`src/rtl/mvau_input_buffer_if.sv`:
```
// Stream bundle between the activation producer, the MVAU input buffer and the MAC array.
interface mvau_input_buffer_if #(
  parameter int unsigned SIMD = 2,
  parameter int unsigned TI   = 4,
  parameter int unsigned SF_T = 3,
  parameter int unsigned NF_T = 1
);
  logic                 in_v;
  logic                 in_rdy;
  logic [SIMD*TI-1:0]   in_act;
  logic                 out_v;
  logic                 out_rdy;
  logic [SIMD*TI-1:0]   out_act;
  logic [SF_T-1:0]      out_sf;
  logic [NF_T-1:0]      out_nf;
  logic                 out_last_sf;
  logic                 out_last;

  // Producer/consumer side (drives input words, accepts output words).
  modport master (
    output in_v, in_act, out_rdy,
    input  in_rdy, out_v, out_act, out_sf, out_nf, out_last_sf, out_last
  );

  // Buffer side.
  modport slave (
    input  in_v, in_act, out_rdy,
    output in_rdy, out_v, out_act, out_sf, out_nf, out_last_sf, out_last
  );
endinterface

```
`src/rtl/mvau_input_buffer.sv`:
```
// MVAU input buffer: stores one activation vector while forwarding it on the
// first neuron-fold pass, then replays it NF-1 times with sf/nf tags.
module mvau_input_buffer #(
  parameter int unsigned SIMD = 2,
  parameter int unsigned TI   = 4,
  parameter int unsigned SF   = 8,
  parameter int unsigned NF   = 2,
  parameter int unsigned SF_T = (SF > 1) ? $clog2(SF) : 1,
  parameter int unsigned NF_T = (NF > 1) ? $clog2(NF) : 1
) (
  input logic               clk,
  input logic               rst_n,
  mvau_input_buffer_if.slave bus
);
  localparam int unsigned W = SIMD * TI;

  typedef enum logic {WRITE = 1'b0, READ = 1'b1} state_t;

  state_t           state;
  logic [SF_T-1:0]  sf_cnt;
  logic [NF_T-1:0]  nf_cnt;
  logic [W-1:0]     mem [SF];

  logic             out_v;
  logic [W-1:0]     out_act;
  logic [SF_T-1:0]  out_sf;
  logic [NF_T-1:0]  out_nf;
  logic             out_last_sf;
  logic             out_last;

  logic             room;
  logic             src_valid;
  logic [W-1:0]     src_act;
  logic             ld;
  logic             sf_last;
  logic             nf_last;

  // Output slot is free when empty or being drained this cycle.
  assign room      = ~out_v | bus.out_rdy;
  assign src_valid = (state == WRITE) ? bus.in_v : 1'b1;
  assign src_act   = (state == WRITE) ? bus.in_act : mem[sf_cnt];
  assign ld        = room & src_valid;
  assign sf_last   = (sf_cnt == SF_T'(SF - 1));
  assign nf_last   = (nf_cnt == NF_T'(NF - 1));

  assign bus.in_rdy      = (state == WRITE) & room;
  assign bus.out_v       = out_v;
  assign bus.out_act     = out_act;
  assign bus.out_sf      = out_sf;
  assign bus.out_nf      = out_nf;
  assign bus.out_last_sf = out_last_sf;
  assign bus.out_last    = out_last;

  // Capture each accepted word for later replay passes (storage is not reset).
  always_ff @(posedge clk) begin
    if ((state == WRITE) && ld) begin
      mem[sf_cnt] <= bus.in_act;
    end
  end

  // Output register, fold counters and WRITE/READ phase.
  always_ff @(posedge clk) begin
    if (!rst_n) begin
      state       <= WRITE;
      sf_cnt      <= '0;
      nf_cnt      <= '0;
      out_v       <= 1'b0;
      out_act     <= '0;
      out_sf      <= '0;
      out_nf      <= '0;
      out_last_sf <= 1'b0;
      out_last    <= 1'b0;
    end else if (ld) begin
      out_v       <= 1'b1;
      out_act     <= src_act;
      out_sf      <= sf_cnt;
      out_nf      <= nf_cnt;
      out_last_sf <= sf_last;
      out_last    <= sf_last & nf_last;
      if (sf_last) begin
        sf_cnt <= '0;
        if (nf_last) begin
          nf_cnt <= '0;
          state  <= WRITE;
        end else begin
          nf_cnt <= nf_cnt + NF_T'(1);
          state  <= READ;
        end
      end else begin
        sf_cnt <= sf_cnt + SF_T'(1);
      end
    end else if (out_v & bus.out_rdy) begin
      out_v <= 1'b0;
    end
  end
endmodule

```
`src/flat_wrapper.sv`:
```
// flat-port wrapper written by rule: the top's interface ports become plain ports
module mvau_input_buffer_flat 
#(
  parameter int unsigned SIMD = 2,
  parameter int unsigned TI   = 4,
  parameter int unsigned SF   = 8,
  parameter int unsigned NF   = 2,
  parameter int unsigned SF_T = (SF > 1) ? $clog2(SF) : 1,
  parameter int unsigned NF_T = (NF > 1) ? $clog2(NF) : 1
)
  (clk, rst_n, bus_in_v, bus_in_act, bus_out_rdy, bus_in_rdy, bus_out_v, bus_out_act, bus_out_sf, bus_out_nf, bus_out_last_sf, bus_out_last);
  mvau_input_buffer_if #(.SIMD(SIMD), .TI(TI), .SF_T(SF_T), .NF_T(NF_T)) bus_i ();
  input logic clk;
  input logic rst_n;
  input wire logic [$bits(bus_i.in_v)-1:0] bus_in_v;
  input wire logic [$bits(bus_i.in_act)-1:0] bus_in_act;
  input wire logic [$bits(bus_i.out_rdy)-1:0] bus_out_rdy;
  output wire logic [$bits(bus_i.in_rdy)-1:0] bus_in_rdy;
  output wire logic [$bits(bus_i.out_v)-1:0] bus_out_v;
  output wire logic [$bits(bus_i.out_act)-1:0] bus_out_act;
  output wire logic [$bits(bus_i.out_sf)-1:0] bus_out_sf;
  output wire logic [$bits(bus_i.out_nf)-1:0] bus_out_nf;
  output wire logic [$bits(bus_i.out_last_sf)-1:0] bus_out_last_sf;
  output wire logic [$bits(bus_i.out_last)-1:0] bus_out_last;
  assign bus_i.in_v = bus_in_v;
  assign bus_i.in_act = bus_in_act;
  assign bus_i.out_rdy = bus_out_rdy;
  assign bus_in_rdy = bus_i.in_rdy;
  assign bus_out_v = bus_i.out_v;
  assign bus_out_act = bus_i.out_act;
  assign bus_out_sf = bus_i.out_sf;
  assign bus_out_nf = bus_i.out_nf;
  assign bus_out_last_sf = bus_i.out_last_sf;
  assign bus_out_last = bus_i.out_last;
  mvau_input_buffer #(.SIMD(SIMD), .TI(TI), .SF(SF), .NF(NF), .SF_T(SF_T), .NF_T(NF_T)) u_core (.clk(clk), .rst_n(rst_n), .bus(bus_i));
endmodule
```
`config.mk`:
```
export PLATFORM = sky130hd
export DESIGN_NAME = mvau_input_buffer_flat
export DESIGN_NICKNAME = d
export VERILOG_FILES = /design/src/rtl/mvau_input_buffer_if.sv /design/src/rtl/mvau_input_buffer.sv /design/src/flat_wrapper.sv
export SDC_FILE = /design/constraint.sdc
export NUM_CORES = 1
export LEC_CHECK = 0
export CAP_MARGIN = 25
export CORE_UTILIZATION = 40
export CTS_CLUSTER_DIAMETER = 80
export DETAILED_ROUTE_END_ITERATION = 12
export PLACE_DENSITY_LB_ADDON = 0.08
export SLEW_MARGIN = 20
export SYNTH_ARGS = -nofsm -noshare
export SYNTH_HDL_FRONTEND = slang
export SYNTH_SLANG_ARGS = --single-unit
```
`constraint.sdc`:
```
create_clock -name clk -period 3.9 [get_ports clk]
set_input_delay 0.78 -clock clk [delete_from_list [all_inputs] [get_ports clk]]
set_output_delay 0.78 -clock clk [all_outputs]
set_load 0.005 [all_outputs]
```
==> impl_results.md <==
* Buffers on Ports at 27
* First-pass DRT Iterations at 5
* WP data required at 3.12 ns
* Area Growth Syn to Fin at 18.0%
* Core Footprint at 8180 um^2
* Fraction of layout cells with a size suffix above 1 at 15.4%
* Count leader, synth: edfxtp_1
* Setup TNS at 0 ns
* Max Fclk at 354 MHz
* Synthesized area at 3360 um^2
* CP dominant cell by count: clkdlybuf4s50_1
* Pins Over Slew Limit at 0
* Synth area leader: edfxtp_1
* DRT antenna net count at 0
* Chip Width at 93.7 um
* CP max stage cell: clkdlybuf4s50_1
* Largest family of logic cells by synthesized area: multiplexers
* Area of the multi-input gates at 981 um^2
* Setup bufs post-CTS at 0
* I/O pin cnt at 28
* Crit. End Element: output pin
* H-tree levels at 3
* Global-route wire length before repair at 10.8 mm
* Hold Path Class: reg -> reg
* Number of CTS-inserted buffers at 9
* Compound-Gate Fraction of Synth Area at 6.55%
* Slew HR at 52.1%
* Total number of vias at 1863
* GRT Total Usage at 17.4%
* Adder-Cell Fraction of Synth Area at 0.744%
* Top delay family on crit path: buffers and inverters
* Cts hold-fix bufs at 0
* Post-Syn Instances at 206
* Yosys warning total at 0
* Top-area cell type share of the netlist area at 57.1%
* P per Cell Area at 431 nW/um^2
* Register area at 2300 um^2
* CTS clk-pin slew, worst paths at 0.08 ns
* Post-layout net count at 256
* Antenna violations before repair at 0
* Clk Latency, worst-skew pair at 0.35 ns
* Final hold violation count at 0
* Congestion Overflow GR at 0
* Asr flop ratio synth at 0%
* DP Cell Count at 335
* Gpl congestion at 0.758
* Post-route cell area at 3970 um^2
* Via-to-Cell Ratio at 5.29
* Synth Register Bits at 83
* Critical Path, Cell by Cell: clkdlybuf4s50_1, nor2b_1, buf_4, nor2_1, clkdlybuf4s50_1
* Initial DRC Count at 108
* Maximum vdd drop at 0.196 mV
* WP buf/inv at 3
* EDFF count, synth at 64
* Worst Max-Slew Pin Slew at 0.715 ns
* Vias in the first global route at 1910
* Leak at 1.29 nW
* DRT Wirelength at 6.74 mm
* XOR/XNOR share of the synthesized area at 0%
* Synthesized area per cell at 16.3 um^2
* Outcome: complete, no violations
* Dpl cell area at 3770 um^2
* Max capacitance violation total at 0
* Critical Path Source Type: primary input
* Clock Tree Buf Depth at 2
* Critical path class: in -> out
* Initial Utilization at 41.1%
* Clock sink count at 83
* Post-synthesis mux area share at 12.8%
* Fin util at 48.6%
* Share of the yosys chip area belonging to registers at 68.5%
* Post-cts resize count at 0
* DRC viols at 0
* Max stage delay on crit path at 0.50 ns
* Site Rows at 33
* Final cell count without fillers at 352
* RSZ-0062 raised after global routing: no
* Final Critical Period at 2.82 ns
* Largest net degree at the start of global routing at 22
* Critical Path AT at 2.04 ns
* CTS tree: built
* Antenna cells at 0
* Post-Synthesis Net Count at 220
* Synth top area cells: edfxtp_1 57%, dfxtp_1 11%, mux4_2 7.4%
* Filler Cell Count at 718
* Wire length per cell at 19.2 um
* Die Ht at 93.7 um
* Die area at 8780 um^2
* Clk root buf: clkbuf_8
* Clk_skew at 0.00702 ns
* Hpwl dp at 4.44 mm
* Worst Path Max Fanout at 9
* Most used DFF post-synth: edfxtp_1
* Top cell types by occurrence after synthesis: 64 x edfxtp_1, 24 x nor2b_1, 19 x dfxtp_1, 15 x nand2_1, 11 x mux4_2
* Fin crit share at 72.4%
* Final setup viols at 0
* Number of distinct library cells after synthesis at 33
* Post-Synth Simple-Gate Area at 9.11%
==> registers in the layout, summed over array words and instances (netlist names) <==
signal,count
u_core.bus.out_v,1
u_core.mem,64
u_core.state,1
u_core.bus.out_last_sf,1
u_core.bus.out_last,1
u_core.bus.out_sf,3
u_core.sf_cnt,3
u_core.bus.out_act,8
u_core.bus.out_nf,1
==> cell families (layout without fill, tap and decap cells) <==
family,Yosys count,count (layout)
AO/OA/AOI/OAI,30,30
multiplexers,21,21
AND/OR/NAND/NOR,56,56
buffers and inverters,14,55
flip-flops,83,83
adder cells (fa/ha/maj),2,2
==> tightest hold or removal path, stage by stage (launching register included) <==
cell      delay, ns
dfxtp_1        0.35
nand2_1        0.07
a21boi_1       0.06
==> worst paths after layout <==
kind / start / end / slack [ns] / cells after the start
setup / recovery: bus_out_rdy / bus_in_rdy / 1.08 / 5
hold / removal: u_core.sf_cnt[0]$_SDFFE_PN0N_ / u_core.sf_cnt[0]$_SDFFE_PN0N_ / 0.52 / 2
setup reg to reg: u_core.bus.out_v$_SDFFE_PN0P_ / u_core.mem[7][7]$_DFFE_PP_ / 1.83 / 4
hold reg to reg: u_core.sf_cnt[0]$_SDFFE_PN0N_ / u_core.sf_cnt[0]$_SDFFE_PN0N_ / 0.52 / 2
==> cell usage in the layout, fill, tap and decap left out, types with 2 or more instances in the layout <==
master | Yosys | layout
a31oi_1 | 7 | 7
a221o_1 | 8 | 8
nor2b_1 | 24 | 24
clkinv_2 | 0 | 2
buf_4 | 0 | 11
mux2i_1 | 5 | 5
nor3_1 | 3 | 3
clkbuf_1 | 9 | 2
clkbuf_8 | 0 | 9
o21ai_0 | 7 | 7
nand2_1 | 15 | 15
mux4_2 | 11 | 11
nor2_1 | 3 | 3
a21boi_0 | 2 | 2
clkdlybuf4s50_1 | 0 | 27
nor3b_1 | 2 | 2
edfxtp_1 | 64 | 64
nand3_1 | 2 | 2
dfxtp_1 | 19 | 19
ha_1 | 2 | 2
mux4_1 | 5 | 5
==> stage by stage <==
stage | setup slack, ns | power [W] | hold WS [ns]
after floorplan | 1.14 | 0.00108 | 0.500
after global placement | 0.865 | 0.00113 | 0.490
after detailed placement | 0.807 | 0.00114 | 0.515
after CTS | 1.07 | 0.00173 | 0.526
after global routing | 1.01 | 0.00178 | 0.545
final | 1.08 | 0.00171 | 0.522
==> layout make-up <==
class                           count  share of cell area [%]
Tap cell                          105                    3.31
Timing Repair Buffer               39                    9.27
Sequential cell                    83                    58.0
Clock inverter                      5                    1.42
Clock buffer                       11                    3.31
Multi-Input combinational cell    109                    24.7
==> power breakdown <==
| group | internal (W) | switching (W) | total [W] |
|---|---|---|---|
| Clock | 0.000295 | 0.000299 | 0.000594 |
| Combinational | 0.0000711 | 0.0000625 | 0.000134 |
| Sequential | 0.000972 | 0.0000121 | 0.000984 |
==> layer usage <==
| metal | track usage (%) | wire (um) | up-vias |
|---|---|---|---|
| met1 | 23.9 | 3110 | 919 |
| li1 | - | - | 879 |
| met3 | 3.88 | 291 | 16 |
| met4 | 9.23 | 182 | 0 |
| met5 | 0 | 0 | - |
| met2 | 25.7 | 3160 | 49 |
No activity file was read; power rests on OpenSTA's default activity.
